$ cat src/rtl/tpu_tiled_core_if.sv
// ----------------------------------------------------------------------------
// tpu_tiled_core_if
// Purpose : bundles the job-control handshake and the A/B/C global buffer
//           ports of the tiled systolic matrix engine.
// Signals : in_valid, K, M, N        job start pulse and matrix dimensions
//           busy, ap_done, ap_idle   job status
//           A_wr_en/A_index/A_data_out  A buffer (read-only, 1-cycle latency)
//           B_wr_en/B_index/B_data_out  B buffer (read-only, 1-cycle latency)
//           C_wr_en/C_index/C_data_in   C buffer row write port
// Modports: master = engine side, slave = buffers / job controller side.
// ----------------------------------------------------------------------------
interface tpu_tiled_core_if #(
    parameter int P      = 4,
    parameter int DATA_W = 8,
    parameter int ACC_W  = 32,
    parameter int IDX_W  = 16
) ();
    logic                  in_valid;
    logic [7:0]            K;
    logic [7:0]            M;
    logic [7:0]            N;
    logic                  busy;
    logic                  ap_done;
    logic                  ap_idle;
    logic                  A_wr_en;
    logic [IDX_W-1:0]      A_index;
    logic [P*DATA_W-1:0]   A_data_out;
    logic                  B_wr_en;
    logic [IDX_W-1:0]      B_index;
    logic [P*DATA_W-1:0]   B_data_out;
    logic                  C_wr_en;
    logic [IDX_W-1:0]      C_index;
    logic [P*ACC_W-1:0]    C_data_in;

    modport master (
        input  in_valid, K, M, N, A_data_out, B_data_out,
        output busy, ap_done, ap_idle,
        output A_wr_en, A_index, B_wr_en, B_index,
        output C_wr_en, C_index, C_data_in
    );

    modport slave (
        output in_valid, K, M, N, A_data_out, B_data_out,
        input  busy, ap_done, ap_idle,
        input  A_wr_en, A_index, B_wr_en, B_index,
        input  C_wr_en, C_index, C_data_in
    );
endinterface

$ cat src/rtl/tpu_tiled_core.sv
// ----------------------------------------------------------------------------
// tpu_tiled_core
// Purpose : P x P output-stationary systolic engine with a built-in tile
//           sequencer computing C[MxN] = A[MxK] * B[KxN]. Output tiles are
//           walked row-major; each tile streams K operand words (FEED), lets
//           the array settle (DRAIN, 2P-1 cycles) and writes P C rows (WRITE).
// Ports   : clk     rising-edge clock
//           rst_n   asynchronous active-low reset
//           io_bus  tpu_tiled_core_if.master (handshake + A/B/C buffers)
// Config  : TPU_SIGNED_EN defined   -> A/B lanes are two's complement
//           TPU_SIGNED_EN undefined -> A/B lanes are unsigned
// ----------------------------------------------------------------------------
module tpu_tiled_core #(
    parameter int P      = 4,
    parameter int DATA_W = 8,
    parameter int ACC_W  = 32,
    parameter int IDX_W  = 16
) (
    input  logic                 clk,
    input  logic                 rst_n,
    tpu_tiled_core_if.master     io_bus
);
    localparam int         RW         = (P > 1) ? $clog2(P) : 1;
    localparam logic [7:0] DRAIN_LAST = 8'(2*P-2);
    localparam logic [7:0] ROW_LAST   = 8'(P-1);

    typedef enum logic [2:0] {S_IDLE, S_FEED, S_DRAIN, S_WRITE, S_DONE} state_t;

    state_t             r_state;
    logic [7:0]         r_k, r_m, r_n, r_mbLast, r_nbLast, r_mb, r_nb, r_cnt;
    logic               r_zero, r_feedD, r_done, r_cWrEn;
    logic [IDX_W-1:0]   r_aIdx, r_bIdx, r_cIdx, r_aBase, r_bBase, r_cBase, r_m0, r_n0;

    logic [8:0]         w_mbNum, w_nbNum;
    logic               w_zeroDim, w_clear;
    logic [DATA_W-1:0]  w_aIn [P][P];
    logic [DATA_W-1:0]  w_bIn [P][P];
    logic [ACC_W-1:0]   w_acc [P][P];

    assign w_mbNum   = ({1'b0, io_bus.M} + 9'(P-1)) / 9'(P);
    assign w_nbNum   = ({1'b0, io_bus.N} + 9'(P-1)) / 9'(P);
    assign w_zeroDim = (io_bus.K == 8'd0) || (io_bus.M == 8'd0) || (io_bus.N == 8'd0);
    assign w_clear   = (r_state == S_FEED) && (r_cnt == 8'd0);

    assign io_bus.busy    = (r_state != S_IDLE);
    assign io_bus.ap_idle = (r_state == S_IDLE);
    assign io_bus.ap_done = r_done;
    assign io_bus.A_wr_en = 1'b0;
    assign io_bus.B_wr_en = 1'b0;
    assign io_bus.A_index = r_aIdx;
    assign io_bus.B_index = r_bIdx;
    assign io_bus.C_wr_en = r_cWrEn;
    assign io_bus.C_index = r_cIdx;

    // Tile sequencer. Index registers are loaded one edge ahead so each FEED
    // cycle already presents its own A/B address. A zero-sized job still
    // spends one FEED cycle (no address movement) before DONE, giving a fixed
    // two-cycle accept-to-done latency.
    always_ff @(posedge clk or negedge rst_n) begin
        if (!rst_n) begin
            r_state  <= S_IDLE;
            r_k      <= '0;
            r_m      <= '0;
            r_n      <= '0;
            r_mbLast <= '0;
            r_nbLast <= '0;
            r_mb     <= '0;
            r_nb     <= '0;
            r_cnt    <= '0;
            r_zero   <= 1'b0;
            r_feedD  <= 1'b0;
            r_done   <= 1'b0;
            r_cWrEn  <= 1'b0;
            r_aIdx   <= '0;
            r_bIdx   <= '0;
            r_cIdx   <= '0;
            r_aBase  <= '0;
            r_bBase  <= '0;
            r_cBase  <= '0;
            r_m0     <= '0;
            r_n0     <= '0;
        end else begin
            r_feedD <= (r_state == S_FEED) && !r_zero;
            case (r_state)
                S_IDLE: begin
                    if (io_bus.in_valid) begin
                        r_k      <= io_bus.K;
                        r_m      <= io_bus.M;
                        r_n      <= io_bus.N;
                        r_mbLast <= 8'(w_mbNum - 9'd1);
                        r_nbLast <= 8'(w_nbNum - 9'd1);
                        r_mb     <= '0;
                        r_nb     <= '0;
                        r_cnt    <= '0;
                        r_m0     <= '0;
                        r_n0     <= '0;
                        r_aBase  <= '0;
                        r_bBase  <= '0;
                        r_cBase  <= '0;
                        r_zero   <= w_zeroDim;
                        if (!w_zeroDim) begin
                            r_aIdx <= '0;
                            r_bIdx <= '0;
                        end
                        r_state  <= S_FEED;
                    end
                end
                S_FEED: begin
                    if (r_zero) begin
                        r_done  <= 1'b1;
                        r_state <= S_DONE;
                    end else if (r_cnt == r_k - 8'd1) begin
                        r_cnt   <= '0;
                        r_state <= S_DRAIN;
                    end else begin
                        r_cnt  <= r_cnt + 8'd1;
                        r_aIdx <= r_aIdx + IDX_W'(1);
                        r_bIdx <= r_bIdx + IDX_W'(1);
                    end
                end
                S_DRAIN: begin
                    if (r_cnt == DRAIN_LAST) begin
                        r_cnt   <= '0;
                        r_cWrEn <= 1'b1;
                        r_cIdx  <= r_cBase;
                        r_state <= S_WRITE;
                    end else begin
                        r_cnt <= r_cnt + 8'd1;
                    end
                end
                S_WRITE: begin
                    if (r_cnt == ROW_LAST) begin
                        r_cnt   <= '0;
                        r_cWrEn <= 1'b0;
                        r_cBase <= r_cBase + IDX_W'(P);
                        if (r_nb == r_nbLast) begin
                            if (r_mb == r_mbLast) begin
                                r_done  <= 1'b1;
                                r_state <= S_DONE;
                            end else begin
                                r_nb    <= '0;
                                r_n0    <= '0;
                                r_bBase <= '0;
                                r_bIdx  <= '0;
                                r_mb    <= r_mb + 8'd1;
                                r_m0    <= r_m0 + IDX_W'(P);
                                r_aBase <= r_aBase + IDX_W'(r_k);
                                r_aIdx  <= r_aBase + IDX_W'(r_k);
                                r_state <= S_FEED;
                            end
                        end else begin
                            r_nb    <= r_nb + 8'd1;
                            r_n0    <= r_n0 + IDX_W'(P);
                            r_bBase <= r_bBase + IDX_W'(r_k);
                            r_bIdx  <= r_bBase + IDX_W'(r_k);
                            r_aIdx  <= r_aBase;
                            r_state <= S_FEED;
                        end
                    end else begin
                        r_cnt   <= r_cnt + 8'd1;
                        r_cIdx  <= r_cIdx + IDX_W'(1);
                        // rows beyond M are skipped but still take their slot
                        r_cWrEn <= (r_m0 + IDX_W'(r_cnt) + IDX_W'(1)) < IDX_W'(r_m);
                    end
                end
                S_DONE: begin
                    r_done  <= 1'b0;
                    r_state <= S_IDLE;
                end
                default: r_state <= S_IDLE;
            endcase
        end
    end

    // Input skew: lane i of A enters PE row i delayed i cycles (B likewise
    // per column). Lanes outside the matrix or outside the data window
    // inject zeros so partial tiles and idle cycles add nothing.
    for (genvar i = 0; i < P; i++) begin : g_skew
        logic [DATA_W-1:0] w_aRaw, w_bRaw;
        assign w_aRaw = (r_feedD && ((r_m0 + IDX_W'(i)) < IDX_W'(r_m)))
                        ? io_bus.A_data_out[i*DATA_W +: DATA_W] : '0;
        assign w_bRaw = (r_feedD && ((r_n0 + IDX_W'(i)) < IDX_W'(r_n)))
                        ? io_bus.B_data_out[i*DATA_W +: DATA_W] : '0;
        if (i == 0) begin : g_direct
            assign w_aIn[0][0] = w_aRaw;
            assign w_bIn[0][0] = w_bRaw;
        end else begin : g_line
            logic [DATA_W-1:0] r_aLine [i];
            logic [DATA_W-1:0] r_bLine [i];
            always_ff @(posedge clk or negedge rst_n) begin
                if (!rst_n) begin
                    for (int d = 0; d < i; d++) begin
                        r_aLine[d] <= '0;
                        r_bLine[d] <= '0;
                    end
                end else begin
                    r_aLine[0] <= w_aRaw;
                    r_bLine[0] <= w_bRaw;
                    for (int d = 1; d < i; d++) begin
                        r_aLine[d] <= r_aLine[d-1];
                        r_bLine[d] <= r_bLine[d-1];
                    end
                end
            end
            assign w_aIn[i][0] = r_aLine[i-1];
            assign w_bIn[0][i] = r_bLine[i-1];
        end
    end

    // PE array: operands hop east/south one register per PE; each PE holds
    // its own output-stationary accumulator, cleared on the first FEED cycle.
    for (genvar i = 0; i < P; i++) begin : g_row
        for (genvar j = 0; j < P; j++) begin : g_pe
            logic [ACC_W-1:0]    r_acc;
            logic [2*DATA_W-1:0] w_prod;
            logic [ACC_W-1:0]    w_prodExt;
`ifdef TPU_SIGNED_EN
            logic signed [2*DATA_W-1:0] w_sProd;
            assign w_sProd   = $signed({{DATA_W{w_aIn[i][j][DATA_W-1]}}, w_aIn[i][j]})
                             * $signed({{DATA_W{w_bIn[i][j][DATA_W-1]}}, w_bIn[i][j]});
            assign w_prod    = w_sProd;
            assign w_prodExt = ACC_W'(w_sProd);
`else
            assign w_prod    = {{DATA_W{1'b0}}, w_aIn[i][j]} * {{DATA_W{1'b0}}, w_bIn[i][j]};
            assign w_prodExt = ACC_W'(w_prod);
`endif
            always_ff @(posedge clk or negedge rst_n) begin
                if (!rst_n)       r_acc <= '0;
                else if (w_clear) r_acc <= '0;
                else              r_acc <= r_acc + w_prodExt;
            end
            assign w_acc[i][j] = r_acc;

            if (j < P-1) begin : g_east
                logic [DATA_W-1:0] r_a;
                always_ff @(posedge clk or negedge rst_n) begin
                    if (!rst_n) r_a <= '0;
                    else        r_a <= w_aIn[i][j];
                end
                assign w_aIn[i][j+1] = r_a;
            end
            if (i < P-1) begin : g_south
                logic [DATA_W-1:0] r_b;
                always_ff @(posedge clk or negedge rst_n) begin
                    if (!rst_n) r_b <= '0;
                    else        r_b <= w_bIn[i][j];
                end
                assign w_bIn[i+1][j] = r_b;
            end
        end
    end

    // C row is read straight from the accumulators: the last products land
    // on the edge that enters WRITE, so a registered copy would be a cycle
    // late. Columns beyond N read as zero.
    for (genvar j = 0; j < P; j++) begin : g_cOut
        assign io_bus.C_data_in[j*ACC_W +: ACC_W] =
            (r_cWrEn && ((r_n0 + IDX_W'(j)) < IDX_W'(r_n))) ? w_acc[r_cnt[RW-1:0]][j] : '0;
    end
endmodule
$ cat src/flat_wrapper.sv
// flat-port wrapper written by rule: the top's interface ports become plain ports
module tpu_tiled_core_flat 
#(
    parameter int P      = 4,
    parameter int DATA_W = 8,
    parameter int ACC_W  = 32,
    parameter int IDX_W  = 16
)
  (clk, rst_n, io_bus_in_valid, io_bus_K, io_bus_M, io_bus_N, io_bus_A_data_out, io_bus_B_data_out, io_bus_busy, io_bus_ap_done, io_bus_ap_idle, io_bus_A_wr_en, io_bus_A_index, io_bus_B_wr_en, io_bus_B_index, io_bus_C_wr_en, io_bus_C_index, io_bus_C_data_in);
  tpu_tiled_core_if #(.P(P), .DATA_W(DATA_W), .ACC_W(ACC_W), .IDX_W(IDX_W)) io_bus_i ();
  input  logic clk;
  input  logic rst_n;
  input wire logic [$bits(io_bus_i.in_valid)-1:0] io_bus_in_valid;
  input wire logic [$bits(io_bus_i.K)-1:0] io_bus_K;
  input wire logic [$bits(io_bus_i.M)-1:0] io_bus_M;
  input wire logic [$bits(io_bus_i.N)-1:0] io_bus_N;
  input wire logic [$bits(io_bus_i.A_data_out)-1:0] io_bus_A_data_out;
  input wire logic [$bits(io_bus_i.B_data_out)-1:0] io_bus_B_data_out;
  output wire logic [$bits(io_bus_i.busy)-1:0] io_bus_busy;
  output wire logic [$bits(io_bus_i.ap_done)-1:0] io_bus_ap_done;
  output wire logic [$bits(io_bus_i.ap_idle)-1:0] io_bus_ap_idle;
  output wire logic [$bits(io_bus_i.A_wr_en)-1:0] io_bus_A_wr_en;
  output wire logic [$bits(io_bus_i.A_index)-1:0] io_bus_A_index;
  output wire logic [$bits(io_bus_i.B_wr_en)-1:0] io_bus_B_wr_en;
  output wire logic [$bits(io_bus_i.B_index)-1:0] io_bus_B_index;
  output wire logic [$bits(io_bus_i.C_wr_en)-1:0] io_bus_C_wr_en;
  output wire logic [$bits(io_bus_i.C_index)-1:0] io_bus_C_index;
  output wire logic [$bits(io_bus_i.C_data_in)-1:0] io_bus_C_data_in;
  assign io_bus_i.in_valid = io_bus_in_valid;
  assign io_bus_i.K = io_bus_K;
  assign io_bus_i.M = io_bus_M;
  assign io_bus_i.N = io_bus_N;
  assign io_bus_i.A_data_out = io_bus_A_data_out;
  assign io_bus_i.B_data_out = io_bus_B_data_out;
  assign io_bus_busy = io_bus_i.busy;
  assign io_bus_ap_done = io_bus_i.ap_done;
  assign io_bus_ap_idle = io_bus_i.ap_idle;
  assign io_bus_A_wr_en = io_bus_i.A_wr_en;
  assign io_bus_A_index = io_bus_i.A_index;
  assign io_bus_B_wr_en = io_bus_i.B_wr_en;
  assign io_bus_B_index = io_bus_i.B_index;
  assign io_bus_C_wr_en = io_bus_i.C_wr_en;
  assign io_bus_C_index = io_bus_i.C_index;
  assign io_bus_C_data_in = io_bus_i.C_data_in;
  tpu_tiled_core #(.P(P), .DATA_W(DATA_W), .ACC_W(ACC_W), .IDX_W(IDX_W)) u_core (.clk(clk), .rst_n(rst_n), .io_bus(io_bus_i));
endmodule
$ cat config.mk
export PLATFORM = sky130hd
export DESIGN_NAME = tpu_tiled_core_flat
export DESIGN_NICKNAME = d
export VERILOG_FILES = /design/src/rtl/tpu_tiled_core_if.sv /design/src/rtl/tpu_tiled_core.sv /design/src/flat_wrapper.sv
export SDC_FILE = /design/constraint.sdc
export NUM_CORES = 2
export LEC_CHECK = 0
export ABC_CLOCK_PERIOD_IN_PS = 6200
export CAP_MARGIN = 10
export CORE_ASPECT_RATIO = 1.4
export CORE_MARGIN = 10
export CORE_UTILIZATION = 55
export CTS_CLUSTER_SIZE = 12
export DETAILED_ROUTE_END_ITERATION = 16
export GPL_TIMING_DRIVEN = 0
export PLACE_DENSITY = 0.75
export RECOVER_POWER = 50
export SLEW_MARGIN = 15
export SYNTH_ARGS = -nofsm -noshare
export SYNTH_HDL_FRONTEND = slang
export SYNTH_SLANG_ARGS = --single-unit
$ cat constraint.sdc
create_clock -name clk -period 6.2 [get_ports clk]
set_input_delay 0.93 -clock clk [delete_from_list [all_inputs] [get_ports clk]]
set_output_delay 0.93 -clock clk [all_outputs]
set_load 0.05 [all_outputs]
==> results.yml <==
timing:
  setup_slack_ns: -0.372
  fin_crit_ns: 6.57
  rsz0062_at_grt: "true"
  fin_crit_sh_pct: 106
  drv_slew: 328
  setup_viol: 16
  slew_headroom_pct: -116
  fin_worst_skew_ns: 0.0301
  tightestPinTransition_ns: 3.25
  fmax_ghz: 0.152
  hold_viol: 0
yosys:
  synth-main-ff-cell: "dfrtp_1"
  syn-instance-count: 8690
  syn_avg_cell_area_um2: 9.70
  synth-seq-cells: 993
  synth_edf_count: 0
  async_flop_share_pct: 100
  yosysWarnings: 0
  syn_area_mm2: 0.0843
  ys_types: 95
  yosysSeqAreaShare_pct: 29.5
global_route:
  grt_usage_pct: 29.9
  grt_max_degree: 153
  antenna_found_initial: 13
  overflow: 0
  grt_pass1_wl_mm: 395
  grt_pass1_vias: 70085
route:
  firstDrtPassIters: 6
  drt_iter0_drc: 4904
  avgRoutedWirePerCell_um: 22.5
  post_drt_via_cell_ratio: 5.88
  drc_errors: 0
  route.vias.total: 65967
  drtAntennaViolNets: 0
  wl_mm: 253
clocking:
  cts_tree: "done"
  clockRootBuffer: "clkbuf_16"
  clk_pin_slew_ns: 0.07
  clockBufferDepth: 3
  cts.sink_count: 993
  cts_max_level: 3
  cts_made_buffers: 110
  clk_latency_ns: 0.78
floorplan:
  dieArea_mm2: 0.170
  core_area_mm2: 0.152
  start_util_pct: 55.5
  die_h_um: 483
  rows: 169
  die_w_um: 351
  io_pins: 273
placement:
  finalWeightedCongestion: 0.958
  port_buffers: 270
  dp_hpwl_mm: 198
  dp_cells: 10938
  pre_cts_ws_ns: -1.46
layout:
  nNetsFinal: 10790
  synthToLayoutAreaGrowth_pct: 12.5
  final_common_cell: "inv_1"
  layout-drive-gt1-share_pct: 6.80
  final_cells: 11227
  mostFrequentLayoutCells: "inv_1 (1,277), dfrtp_1 (991), nand2_1 (875), fa_1 (795), ha_1 (720)"
  fill_cells: 12208
worst_hold_path:
  worst_hold_path_type: "reg2reg"
worst_setup_path:
  critPathLaunchType: "flop"
  cp_slowest_stage_delay_ns: 0.58
  worst_path_max_delay_cell: "fa_1"
  worstPathRequired_ns: 6.89
  critPathKind: "reg2reg"
  end_kind: "flop"
  worstPathArrival_ns: 7.26
  path_max_fanout: 5
power:
  p_per_area_mw_per_mm2: 484
  p_leak_nw: 47.1
  vdd_ir_drop_max_mv: 0.361
status:
  status: "finished with violations"
  violations: "max-capacitance violations, max-slew violations, negative setup slack"
run:
  max_cap_viol_count: 3
[Yosys cell counts, types with 19 or more instances]
cell type | instances | share of area (%)
a211oi_1 | 46 | 0.41
a21o_1 | 101 | 0.90
a21oi_1 | 295 | 1.8
a22o_1 | 19 | 0.20
a31oi_1 | 48 | 0.36
and2_1 | 586 | 4.3
and3_1 | 158 | 1.2
buf_1 | 22 | 0.098
buf_2 | 32 | 0.19
clkbuf_1 | 178 | 0.79
dfrtp_1 | 993 | 29
fa_1 | 802 | 19
ha_1 | 733 | 11
inv_1 | 1306 | 5.8
mux4_2 | 128 | 3.4
nand2_1 | 883 | 3.9
nand2b_1 | 36 | 0.27
nand3_1 | 158 | 0.94
nand4_1 | 61 | 0.45
nor2_1 | 611 | 2.7
nor2b_1 | 141 | 1.0
nor3_1 | 85 | 0.50
nor3b_1 | 19 | 0.17
o21a_1 | 48 | 0.43
o21ai_0 | 313 | 1.9
o21bai_1 | 27 | 0.24
o31ai_1 | 32 | 0.29
or3_1 | 77 | 0.57
xnor2_1 | 213 | 2.2
xor2_1 | 209 | 2.2
[worst max-delay path: cells and delay by family (launching register included)]
kind | cells | cell delay, ns
fa+ha+maj | 6 | 2.56
flops | 1 | 0.44
buf+inv | 6 | 0.47
compound gates | 9 | 1.73
mux | 1 | 0.19
simple gates | 5 | 1.09
[logic make-up after synthesis]
kind of cell / after synthesis / share of synthesized area (%)
AO/OA/AOI/OAI: 1131 / 8.48
XOR/XNOR: 422 / 4.39
adder cells (fa/ha/maj): 1535 / 29.9
buffers and inverters: 1547 / 6.99
flip-flops: 993 / 29.5
multiplexers: 148 / 3.67
other: 1 / 0.00445
AND/OR/NAND/NOR: 2913 / 17.1
[registers in the layout, summed over array words and instances, names as in the netlist, 14 cells and up]
| name | cells |
|---|---|
| u_core.g_row.g_pe.g_east.r_a | 96 |
| u_core.g_row.g_pe.g_south.r_b | 96 |
| u_core.g_row.g_pe.r_acc | 512 |
| u_core.g_skew.g_line.r_aLine | 48 |
| u_core.g_skew.g_line.r_bLine | 48 |
| u_core.io_bus.A_index | 16 |
| u_core.io_bus.B_index | 16 |
| u_core.io_bus.C_index | 16 |
| u_core.r_aBase | 16 |
| u_core.r_bBase | 16 |
| u_core.r_cBase | 14 |
| u_core.r_m0 | 14 |
| u_core.r_n0 | 14 |
[metrics by stage]
stage                     TNS (ns)  hold slack [ns]  utilization [%]  instance area, um2  power, mW
after floorplan            -0.0321            0.331                -               84300       28.9
after global routing        -14.12            0.350             62.4               94800       49.7
after global placement           -            0.333             58.9               89500       36.7
after CTS                    -2.28            0.346             62.2               94500       45.3
after detailed placement    -27.46            0.336             59.2               89800       37.4
final                        -3.74            0.343             62.4               94800       45.9
[layer usage]
metal / routed length [um] / vias to the layer above / GRT usage [%]
met1: 92200 / 33195 / 34.8
met5: 63 / - / 0
met3: 18900 / 846 / 5.91
met2: 121000 / 2644 / 49.5
met4: 20500 / 10 / 20.5
li1: - / 29272 / -
[where the power goes]
group	total [mW]	internal [mW]	switching [mW]
combinational	27.9	11.0	16.9
sequential	11.1	8.26	2.81
clock	6.87	3.96	2.92
total	45.9	23.3	22.6
[layout make-up]
type	instances	area, um2	area share, %
buffer	239	1040	1.10
sequential	993	24900	26.2
multi-input combinational	6151	54200	57.2
timing repair buffer	362	3590	3.79
antenna	17	42.5	0.0449
clock buffer	149	3110	3.28
inverter	1307	4930	5.20
clock inverter	43	569	0.601
tap	1966	2460	2.60
[final timing paths]
path	start	end	slack [ns]	cells after the start
max	u_core.r_n0[2]	u_core.g_row[0].g_pe[0].r_acc[31]	-0.37	27
min	u_core.g_skew[3].g_line.r_aLine[15]	u_core.g_skew[3].g_line.r_aLine[7]	0.34	0
max reg2reg	u_core.r_n0[2]	u_core.g_row[0].g_pe[0].r_acc[31]	-0.37	27
min reg2reg	u_core.g_skew[3].g_line.r_aLine[15]	u_core.g_skew[3].g_line.r_aLine[7]	0.34	0
max in group asynchronous	rst_n	u_core.r_n0[2]	0.74	3
min in group asynchronous	rst_n	u_core.g_row[1].g_pe[0].r_acc[12]	1.18	2
[repair_timing]
action                                  in CTS  in global routing
pin swaps                                   62                 46
gates cloned                                 1                  0
hold buffers                                 1                  0
endpoints found under the setup margin      35                 36
endpoints found under the hold margin       29                  0
resized for setup                          118                 73
buffers inserted                            58                 22
Power figures use the tool's default switching activity.
